## src/rtl/div_pkg.sv

```systemverilog
// div_pkg: shared FSM encoding, byte sizing helper and tuser bit positions for div_fixed_iter
package div_pkg;
  typedef enum logic [1:0] {IDLE, CALC, FIX, DONE} div_state_e;
  localparam int DBZ_BIT = 0;
  localparam int OVF_BIT = 1;
  function automatic int byte_ceil(input int bits);
    return (bits + 7) / 8;
  endfunction
endpackage

```

## src/rtl/div_radix2_core.sv

```systemverilog
// div_radix2_core: restoring shift-subtract divider, one quotient bit per cycle over A_W+SH cycles
//   aclk, aresetn  clock, async active-low reset
//   start          load |a|, |b| and begin (must not be raised while running)
//   a_mag, b_mag   unsigned operand magnitudes; numerator is a_mag << SH
//   q_mag          quotient magnitude, valid once done has been seen
//   done           high during the final iteration cycle
module div_radix2_core #(
  parameter int A_W = 64,
  parameter int B_W = 64,
  parameter int SH = 17
) (
  input  logic                 aclk,
  input  logic                 aresetn,
  input  logic                 start,
  input  logic [A_W-1:0]       a_mag,
  input  logic [B_W-1:0]       b_mag,
  output logic [A_W+SH-1:0]    q_mag,
  output logic                 done
);
  localparam int N = A_W + SH;
  localparam int CNT_W = $clog2(N + 1);
  logic             active;
  logic [CNT_W-1:0] cnt;
  logic [B_W-1:0]   rem;
  logic [B_W-1:0]   b_q;
  logic [N-1:0]     num;
  logic [B_W:0]     trial;
  logic [B_W:0]     diff;
  // numerator bits shift out of num's top while quotient bits shift in at the bottom
  assign trial = {rem, num[N-1]};
  assign diff = trial - {1'b0, b_q};
  assign done = active && cnt == CNT_W'(1);
  assign q_mag = num;
  always_ff @(posedge aclk or negedge aresetn)
    if (!aresetn) begin
      active <= 1'b0;
      cnt <= '0;
      rem <= '0;
      b_q <= '0;
      num <= '0;
    end else if (start) begin
      active <= 1'b1;
      cnt <= CNT_W'(N);
      rem <= '0;
      b_q <= b_mag;
      num <= N'(a_mag) << SH;
    end else if (active) begin
      rem <= diff[B_W] ? trial[B_W-1:0] : diff[B_W-1:0];
      num <= {num[N-2:0], ~diff[B_W]};
      cnt <= cnt - CNT_W'(1);
      active <= cnt != CNT_W'(1);
    end
endmodule

```

## src/rtl/div_fixed_iter.sv

```systemverilog
// div_fixed_iter: signed fixed-point divider Q = (dividend << FRAC_W) / divisor with AXI-Stream channels
//   aclk, aresetn        clock, async active-low reset
//   s_axis_dividend_*    signed dividend and user tag into a one-entry latch
//   s_axis_divisor_*     signed divisor into a one-entry latch
//   m_axis_dout_*        quotient sign-extended to whole bytes, tuser = {tag, ovf, dbz}
//   busy                 FSM not idle
module div_fixed_iter
  import div_pkg::*;
#(
  parameter int DIVIDEND_W = 64,
  parameter int DIVISOR_W = 64,
  parameter int FRAC_W = 17,
  parameter int QUOT_W = 81,
  parameter int USER_W = 8,
  parameter int ROUND_MODE = 0
) (
  input  logic                            aclk,
  input  logic                            aresetn,
  input  logic                            s_axis_dividend_tvalid,
  output logic                            s_axis_dividend_tready,
  input  logic [DIVIDEND_W-1:0]           s_axis_dividend_tdata,
  input  logic [USER_W-1:0]               s_axis_dividend_tuser,
  input  logic                            s_axis_divisor_tvalid,
  output logic                            s_axis_divisor_tready,
  input  logic [DIVISOR_W-1:0]            s_axis_divisor_tdata,
  output logic                            m_axis_dout_tvalid,
  input  logic                            m_axis_dout_tready,
  output logic [8*byte_ceil(QUOT_W)-1:0]  m_axis_dout_tdata,
  output logic [USER_W+1:0]               m_axis_dout_tuser,
  output logic                            busy
);
  localparam int SH = FRAC_W + ROUND_MODE;
  localparam int N = DIVIDEND_W + SH;
  localparam int MW = N + 1;
  localparam int CW = (MW > QUOT_W ? MW : QUOT_W) + 1;
  localparam int OUT_W = 8 * byte_ceil(QUOT_W);
  localparam logic [CW-1:0] LIM_N = CW'(1) << (QUOT_W - 1);
  localparam logic [CW-1:0] LIM_P = LIM_N - CW'(1);
  localparam logic [QUOT_W-1:0] Q_MAX = {1'b0, {(QUOT_W-1){1'b1}}};
  localparam logic [QUOT_W-1:0] Q_MIN = {1'b1, {(QUOT_W-1){1'b0}}};
  div_state_e              state, state_d;
  logic                    dvd_v, dvs_v;
  logic [DIVIDEND_W-1:0]   dvd_d, a_mag;
  logic [USER_W-1:0]       dvd_u, tag_q;
  logic [DIVISOR_W-1:0]    dvs_d, b_mag;
  logic                    take, bz, start, done, load;
  logic                    sign_q, neg_q, dbz_q, res_ovf, ovf;
  logic [N-1:0]            q_mag;
  logic [MW-1:0]           mag;
  logic [CW-1:0]           mag_w;
  logic [QUOT_W-1:0]       q_trunc, q_sgn, q_fix, res_q;
  assign s_axis_dividend_tready = !dvd_v;
  assign s_axis_divisor_tready = !dvs_v;
  assign busy = state != IDLE;
  assign take = state == IDLE && dvd_v && dvs_v;
  assign bz = dvs_d == '0;
  assign start = take && !bz;
  assign load = state == DONE && (!m_axis_dout_tvalid || m_axis_dout_tready);
  // unsigned magnitudes: the most-negative value negates to itself, read unsigned it is exact
  assign a_mag = dvd_d[DIVIDEND_W-1] ? -dvd_d : dvd_d;
  assign b_mag = dvs_d[DIVISOR_W-1] ? -dvs_d : dvs_d;
  div_radix2_core #(.A_W(DIVIDEND_W), .B_W(DIVISOR_W), .SH(SH)) u_core (
    .aclk(aclk),
    .aresetn(aresetn),
    .start(start),
    .a_mag(a_mag),
    .b_mag(b_mag),
    .q_mag(q_mag),
    .done(done)
  );
  // with rounding the core produces one extra fraction bit which is folded back in here
  assign mag = ROUND_MODE != 0 ? MW'(q_mag >> 1) + MW'(q_mag[0]) : MW'(q_mag);
  assign mag_w = CW'(mag);
  assign ovf = !dbz_q && (sign_q ? mag_w > LIM_N : mag_w > LIM_P);
  assign q_trunc = QUOT_W'(mag_w);
  assign q_sgn = sign_q ? -q_trunc : q_trunc;
  assign q_fix = dbz_q ? (neg_q ? Q_MIN : Q_MAX) : ovf ? (sign_q ? Q_MIN : Q_MAX) : q_sgn;
  always_comb begin
    state_d = state;
    unique case (state)
      IDLE: state_d = take ? (bz ? FIX : CALC) : IDLE;
      CALC: state_d = done ? FIX : CALC;
      FIX:  state_d = DONE;
      DONE: state_d = load ? IDLE : DONE;
    endcase
  end
  always_ff @(posedge aclk or negedge aresetn)
    if (!aresetn) state <= IDLE;
    else state <= state_d;
  always_ff @(posedge aclk or negedge aresetn)
    if (!aresetn) begin
      dvd_v <= 1'b0;
      dvd_d <= '0;
      dvd_u <= '0;
      dvs_v <= 1'b0;
      dvs_d <= '0;
      sign_q <= 1'b0;
      neg_q <= 1'b0;
      dbz_q <= 1'b0;
      tag_q <= '0;
      res_q <= '0;
      res_ovf <= 1'b0;
      m_axis_dout_tvalid <= 1'b0;
      m_axis_dout_tdata <= '0;
      m_axis_dout_tuser <= '0;
    end else begin
      if (s_axis_dividend_tvalid && !dvd_v) begin
        dvd_v <= 1'b1;
        dvd_d <= s_axis_dividend_tdata;
        dvd_u <= s_axis_dividend_tuser;
      end else if (take) dvd_v <= 1'b0;
      if (s_axis_divisor_tvalid && !dvs_v) begin
        dvs_v <= 1'b1;
        dvs_d <= s_axis_divisor_tdata;
      end else if (take) dvs_v <= 1'b0;
      if (take) begin
        sign_q <= dvd_d[DIVIDEND_W-1] ^ dvs_d[DIVISOR_W-1];
        neg_q <= dvd_d[DIVIDEND_W-1];
        dbz_q <= bz;
        tag_q <= dvd_u;
      end
      if (state == FIX) begin
        res_q <= q_fix;
        res_ovf <= ovf;
      end
      if (load) begin
        m_axis_dout_tvalid <= 1'b1;
        m_axis_dout_tdata <= OUT_W'($signed(res_q));
        m_axis_dout_tuser[USER_W+1:2] <= tag_q;
        m_axis_dout_tuser[OVF_BIT] <= res_ovf;
        m_axis_dout_tuser[DBZ_BIT] <= dbz_q;
      end else if (m_axis_dout_tready) m_axis_dout_tvalid <= 1'b0;
    end
endmodule

```

## config.mk

```make
export PLATFORM = sky130hd
export DESIGN_NAME = div_fixed_iter
export DESIGN_NICKNAME = d
export VERILOG_FILES = /design/src/rtl/div_pkg.sv /design/src/rtl/div_radix2_core.sv /design/src/rtl/div_fixed_iter.sv
export SDC_FILE = /design/constraint.sdc
export NUM_CORES = 1
export LEC_CHECK = 0
export CORE_ASPECT_RATIO = 0.7
export CORE_MARGIN = 3
export CORE_UTILIZATION = 45
export CTS_CLUSTER_SIZE = 8
export DETAILED_ROUTE_END_ITERATION = 8
export PLACE_DENSITY_LB_ADDON = 0.3
export SLEW_MARGIN = 20
export SYNTH_ARGS = -nofsm -noshare
export SYNTH_HDL_FRONTEND = slang
export SYNTH_SLANG_ARGS = --single-unit
```

## constraint.sdc

```tcl
create_clock -name aclk -period 4.34 [get_ports aclk]
set_input_delay 0.434 -clock aclk [delete_from_list [all_inputs] [get_ports aclk]]
set_output_delay 0.434 -clock aclk [all_outputs]
set_load 0.05 [all_outputs]
```

# ---- Yosys cells after proc, flatten, opt, wreduce, memory -nomap -nowiden
# Index checks and enable logic that the tools add are counted.
dict set report word_totals {
  regBits 542
  latchBits 0
  ram_bits 0
  rom_bits 0
  output_inout_bits 102
  memories 0
}
dict set report classes {
  n_addsub 5
  n_mul 0
  div_mod_pow 0
  magnitude_cmp 2
  n_eq_ne 5
  shift 0
  muxes 27
  n_bitwise 2
  reduce_logical 21
}
# cell count
set op_table {}
lappend op_table {{$mux 81} 7}
lappend op_table {{$mux 64} 5}
lappend op_table {{$neg 64->64} 2}
lappend op_table {{$gt 81x80->1 const B} 1}
lappend op_table {{$gt 81x81->1 const B} 1}
lappend op_table {{$neg 81->81} 1}
lappend op_table {{$sub 65x64->65} 1}
lappend op_table {{$logic_not 64->1} 1}
lappend op_table {{$mux 7} 2}
lappend op_table {{$reduce_bool 2->1} 5}
lappend op_table {{$logic_and 1x1->1} 8}
lappend op_table {{$mux 1} 8}
lappend op_table {{$mux 2} 4}
lappend op_table {{$pmux 2 s4} 1}
lappend op_table {{$eq 7x1->1 const B} 1}
lappend op_table {{$ne 7x1->1 const B} 1}
lappend op_table {{$sub 7x1->7 const B} 1}
lappend op_table {{$logic_not 1->1} 5}
lappend op_table {{$eq 2x2->1 const B} 2}
lappend op_table {{$eq 2x1->1 const B} 1}
lappend op_table {{$logic_not 2->1} 1}
lappend op_table {{$logic_or 1x1->1} 1}
lappend op_table {{$not 1->1} 1}
lappend op_table {{$xor 1x1->1} 1}

# ---- Longest topological paths before layout
# Gate-level depths: netlist of run 1.
dict set report depth {
  ltp_word 5
  depth_mapped 17
}

# ---- By module
# Synthesis of run 1 repeated with hierarchy kept, for this count alone.
dict set report unflattened {
  hier_cells 3083
  area_unflattened_um2 30315.3
}
# mod n_inst cells_each area_per_inst_um2 seq_area_each_um2
set by_module_without_submodules {}
lappend by_module_without_submodules {div_fixed_iter 1 1556 17101.4 8132.8}
lappend by_module_without_submodules {div_radix2_core 1 1527 13213.9 5430.2}

# ---- Worst setup path after synthesis of run 1
# OpenSTA, ideal clock, no wires.
dict set report synth_path {
  path_type {register to register}
  from {register u_core.num[80], in the netlist u_core.q_mag[80]}
  to {register u_core.rem[44]}
  setup_time_ns 0.094
  arrival_ns 3.766
  t_required_ns 4.246
  setup_slack_ns 0.480
  path_stages_with_launch 17
  synth_period_minus_slack_ns 3.860
  path_cell_list {dfrtp_1 > inv_1 > ha_1 > inv_1 > fa_1 > a211oi_1 > o21a_1 > a221oi_1 > o31a_1 > o21ai_0 > nor3_1 > or4b_1 > nand3_1 > clkbuf_1 > clkbuf_1 > a21oi_1 > a211oi_1}
}
dict set report synth_via {
  elab_chain_cells 4
}
# element line
set synth_rtl {}
lappend synth_rtl {{start, declared} div_radix2_core.sv:26} ;# logic [N-1:0] num;
lappend synth_rtl {{start signal, assigned} div_radix2_core.sv:46} ;# num <= N'(a_mag) << SH;
lappend synth_rtl {{start signal, assigned} div_radix2_core.sv:49} ;# num <= {num[N-2:0], ~diff[B_W]};
lappend synth_rtl {{$sub 65x64->65} div_radix2_core.sv:31} ;# assign diff = trial - {1'b0, b_q};
lappend synth_rtl {{$mux 64} div_radix2_core.sv:48} ;# rem <= diff[B_W] ? trial[B_W-1:0] : diff[B_W-1:0];
lappend synth_rtl {{$mux 64} div_radix2_core.sv:47} ;# end else if (active) begin
lappend synth_rtl {{$mux 64} div_radix2_core.sv:41} ;# end else if (start) begin
lappend synth_rtl {{end signal, assigned} div_radix2_core.sv:48}
lappend synth_rtl {{end, declared} div_radix2_core.sv:24} ;# logic [B_W-1:0] rem;
# Every way passes these cells. The select of a mux whose other input is x is not followed.
# A chain may end at the register's enable or synchronous reset.

# ---- Worst setup path after layout of run 1
dict set report layout_path {
  from {register u_core.num[34], in the netlist u_core.q_mag[34]}
  to {register res_q[19]}
}
dict set report layout_via {
  elab_chain_cells 5
}
# element line
set layout_rtl {}
lappend layout_rtl {{$gt 81x80->1 / $gt 81x81->1 (equally long branches)} div_fixed_iter.sv:74} ;# assign ovf = !dbz_q && (sign_q ? mag_w > LIM_N : mag_w > LIM_P);
lappend layout_rtl {{$mux 1 (*)} div_fixed_iter.sv:74}
lappend layout_rtl {{$logic_and 1x1->1 (*)} div_fixed_iter.sv:74}
lappend layout_rtl {{$mux 81 (*) (2 in series)} div_fixed_iter.sv:77} ;# assign q_fix = dbz_q ? (neg_q ? Q_MIN : Q_MAX) : ovf ? (sign_q ? Q_MIN : Q_MAX) : q_sgn;
lappend layout_rtl {{end signal, assigned} div_fixed_iter.sv:123} ;# res_q <= q_fix;
lappend layout_rtl {{end, declared} div_fixed_iter.sv:51} ;# logic [QUOT_W-1:0] q_trunc, q_sgn, q_fix, res_q;
# Mark *: on every way between the ends. The rest lies on a longest branch, timed or not.

==> results of run 1 <==
power groups by stage:
| stage | Clock, mW | Combinational, mW | Sequential, mW |
|---|---|---|---|
| 2_1_floorplan | 0 | 13.2 | 10.7 |
| 3_3_place_gp | 0 | 18.9 | 10.1 |
| 3_5_place_dp | 0 | 19.2 | 10.2 |
| 4_1_cts | 5.63 | 19.3 | 10.2 |
| 5_1_grt | 5.84 | 21.4 | 10.6 |
| 6_report | 5.49 | 19.5 | 10.2 |
per-stage QoR:
stage               area, um^2  total power [mW]  worst slack [ns]  utilization (%)  hold WS, ns
floorplan                29900              23.8             0.480                -        0.138
global placement         33500              29.1             0.112             51.3        0.449
detailed placement       33500              29.4            0.0684             51.3        0.454
CTS                      35600              35.1            0.0511             54.6        0.355
global route             35600              37.8           0.00792             54.6        0.384
finish                   35700              35.2             0.243             54.6        0.390
cells by family (layout without fill, tap and decap cells):
logic type      count (synthesis)  after routing  share of synthesized area [%]
compound gates                741            741                           15.1
xor+xnor                      266            266                           7.80
fa+ha+maj                      71             71                           3.00
buf+inv                       298            513                           3.89
flops                         542            542                           45.4
mux                           311            311                           11.4
other cells                     0              2                              0
simple gates                  862            862                           13.5
synthesized netlist by cell type, types with 28 or more instances:
cell type,n
nand4_1,46
nand2_1,307
a211oi_1,48
o22ai_1,81
o21ai_0,263
clkbuf_1,162
a21oi_1,151
xor2_1,54
or3_1,44
xnor2_1,212
ha_1,70
or4_1,31
inv_1,98
o31ai_1,59
dfrtp_1,542
nand3_1,28
nor2_1,262
mux2_2,225
mux2i_1,86
state kept, by name, indices dropped and copies added, names as in the netlist, 2 cells and up:
signal,cells
u_core.q_mag,81
tag_q,8
dvs_d,64
state,2
m_axis_dout_tdata,81
res_q,81
u_core.cnt,7
dvd_d,64
m_axis_dout_tuser,10
u_core.rem,64
dvd_u,8
u_core.b_q,64
layer usage:
metal,global-route usage (%),vias up
li1,-,11400
met5,0,-
met4,5.21,10
met2,30.2,864
met3,6.63,113
met1,38.6,11800
worst min-delay path, cell delays in order:
cell	delay [ns]
clkdlybuf4s50_1	0.40
nand2_1	0.06
o21ai_0	0.07
final cells by class:
class | count | area [um^2] | share of cell area [%]
multi-input combinational | 2251 | 15200 | 42.8
sequential | 542 | 13600 | 38.1
timing repair buffer | 325 | 3220 | 9.02
clock buffer | 83 | 1950 | 5.47
tap | 880 | 1100 | 3.09
inverter | 98 | 368 | 1.03
clock inverter | 7 | 190 | 0.533
antenna | 2 | 5.00 | 0.0140
what timing repair did:
action / 4_1_cts / 5_1_grt
endpoints found under the setup margin: 0 / 207
gates resized for setup: 0 / 6
setup buffers: 0 / 0
hold endpoints to repair: 100 / 0
hold buffers: 1 / 0
worst max path at each step:
stage	start	to	slack [ns]	cells past startpoint
3_5_place_dp	u_core.q_mag[80]$_DFFE_PN0P_	u_core.rem[9]$_DFFE_PN0P_	0.07	15
3_3_place_gp	dvs_d[22]$_DFFE_PN0P_	u_core.b_q[8]$_DFFE_PN0P_	0.11	14
5_1_grt	dvs_d[22]$_DFFE_PN0P_	u_core.q_mag[63]$_DFFE_PN0P_	0.008	14
4_1_cts	dvs_d[22]$_DFFE_PN0P_	u_core.b_q[54]$_DFFE_PN0P_	0.05	14
2_1_floorplan	u_core.q_mag[80]$_DFFE_PN0P_	u_core.rem[44]$_DFFE_PN0P_	0.48	16
6_report	u_core.q_mag[34]$_DFFE_PN0P_	res_q[19]$_DFFE_PN0P_	0.24	12
layout by cell type (no fill, tap or decap), types with 86 or more instances in the layout:
| cell | n |
|---|---|
| nor2_1 | 261 |
| dfrtp_1 | 538 |
| a21oi_1 | 151 |
| xnor2_1 | 212 |
| mux2i_1 | 86 |
| o21ai_0 | 262 |
| clkdlybuf4s50_1 | 241 |
| nand2_1 | 307 |
| inv_1 | 98 |
| mux2_2 | 225 |
==> flow_metrics.env, run 1 <==
export IMPL_worstSetupStartpointType="flip-flop"
export IMPL_die_h_um=222
export IMPL_ant_nets=0
export IMPL_yosys_top_cells_area="dfrtp_1 45%, mux2_2 8.5%, xnor2_1 6.2%"
export IMPL_slowest_stage="or4_4"
export IMPL_synth_top_cell_by_area="dfrtp_1"
export IMPL_drive_above_1_share_pct=13.5
export IMPL_switchingPower_mw=16.1
export IMPL_ys_seq_elements=542
export IMPL_status="completed"
export IMPL_rrSetupSlack_ns=0.24
export IMPL_ir_drop_v=0.000590
export IMPL_grt_max_degree=155
export IMPL_root_buffer="clkbuf_16"
export IMPL_crit_type="flip-flop to flip-flop"
export IMPL_dp_cells=4095
export IMPL_synth_async_sr_flop_share_pct=100
export IMPL_skew_ns=0.0353
export IMPL_tightest_slew_ns=0.960
export IMPL_final_hold_viol_count=0
export IMPL_final_max_slew_viol_count=0
export IMPL_path_cells="or4_4 > or3_4 > nor2_2 > nand4b_4 > or4_4 > or4_1 > nor3_2 > o21ai_1 > nand2_1 > a21oi_4 > buf_12 > nor2_1"
export IMPL_switching_share_pct=45.6
export IMPL_cpMostUsedCell="or4_4"
export IMPL_min_path_cells=3
export IMPL_grt_pass1_wl_mm=132
export IMPL_design_core_area_mm2=0.0653
export IMPL_fin_crit_ns=4.10
export IMPL_synth_flop_cell="dfrtp_1"
export IMPL_wire_per_inst_um=19.9
export IMPL_p_leak_nw=15.1
export IMPL_grtUsageTotal_pct=23.7
export IMPL_critPathBufInv=1
export IMPL_drt_iter0_drc=2233
export IMPL_met3_wirelength_mm=7.58
export IMPL_hp_start="s_axis_divisor_tdata[1]"
export IMPL_cts_sinks=542
export IMPL_yosys_cell_types_count=72
export IMPL_rr_endpoint="res_q[19]$_DFFE_PN0P_"
export IMPL_p_int_mw=19.1
export IMPL_floorplan_initialDensity_pct=45.8
export IMPL_finalSetupTns_ns=0
export IMPL_fill_cells=5782
export IMPL_synth_area_per_cell_um2=9.67
export IMPL_drc=0
export IMPL_place_gp_congestion=0.933
export IMPL_worstHoldPathType="input port to flip-flop"
export IMPL_htreeDepth=3
export IMPL_die_area_mm2=0.0696
export IMPL_fin_crit_sh_pct=94.4
export IMPL_powerDensity_mw_per_mm2=988
export IMPL_num_rows=78
export IMPL_nets=3507
export IMPL_reg2reg_depth=12
export IMPL_rsz0062_at_grt="false"
export IMPL_fin_cells=4188
export IMPL_wl_met2_mm=31.5
export IMPL_synth_area_mm2=0.0299
export IMPL_vias_per_cell=5.76
export IMPL_maxSlewHeadroom_pct=36.0
export IMPL_wl_met1_mm=42.6
export IMPL_port_buffers=242
export IMPL_synth_edf_count=0
export IMPL_worstPathMaxFanout=54
export IMPL_ios=243
export IMPL_max_freq_mhz=244
export IMPL_highest_layer="met5"
export IMPL_cp_required_ns=4.90
export IMPL_cap_violations=0
export IMPL_clockBufferDepth=3
export IMPL_dp_hpwl_mm=60.0
export IMPL_synth_top_area_share_pct=45.4
export IMPL_path_delay_family="simple AND/OR/NAND/NOR gates"
export IMPL_wl_mm=83.2
export IMPL_combPwrFrac_pct=55.3
export IMPL_grt_antenna_before_repair=7
export IMPL_syn_num_nets=3303
export IMPL_numCtsBuffers=77
export IMPL_setup_viol_count_final=0
export IMPL_cpPeakStageDelay_ns=0.60
export IMPL_grt_ovfl_total=0
export IMPL_crit_arrival_ns=4.65
export IMPL_grt_pass1_vias=22600
export IMPL_worstSetupEndpointType="flip-flop"
export IMPL_holdPathEnd="dvs_d[1]$_DFFE_PN0P_"
export IMPL_die_x_um=314
export IMPL_yosysWarnings=0
export IMPL_r2r_start="u_core.q_mag[34]$_DFFE_PN0P_"
export IMPL_syn_inst=3091
export IMPL_vias=24100
export IMPL_worstSkewPairLatency_ns=0.64
export IMPL_synth_seq_area_share_pct=45.4
export IMPL_pwr_share_clk_pct=15.6
export IMPL_syn_to_final_growth_pct=19.3
export IMPL_cts_tree="built"
export IMPL_p_seq_share_pct=29.1
export IMPL_first_pass_iters=6
export IMPL_path_clk_slew_ns=0.05
Power figures use the tool's default switching activity.
==> run 2, diff against run 1 <==
--- a/config.mk
+++ b/config.mk
@@ -16,2 +16,3 @@
 export SYNTH_HDL_FRONTEND = slang
 export SYNTH_SLANG_ARGS = --single-unit
+export TNS_END_PERCENT = 5
==> constraint.sdc (replaced) <==
create_clock -name aclk -period 4.34 [get_ports aclk]
set_input_delay 0.434 -clock aclk [delete_from_list [all_inputs] [get_ports aclk]]
set_output_delay 0.434 -clock aclk [all_outputs]
set_load 0.02 [all_outputs]
==> results of run 2 <==
Same layout as run 1 (identical final DEF). Status: completed.
Main changes from that run: total power 35.2 mW -> 34.2 mW
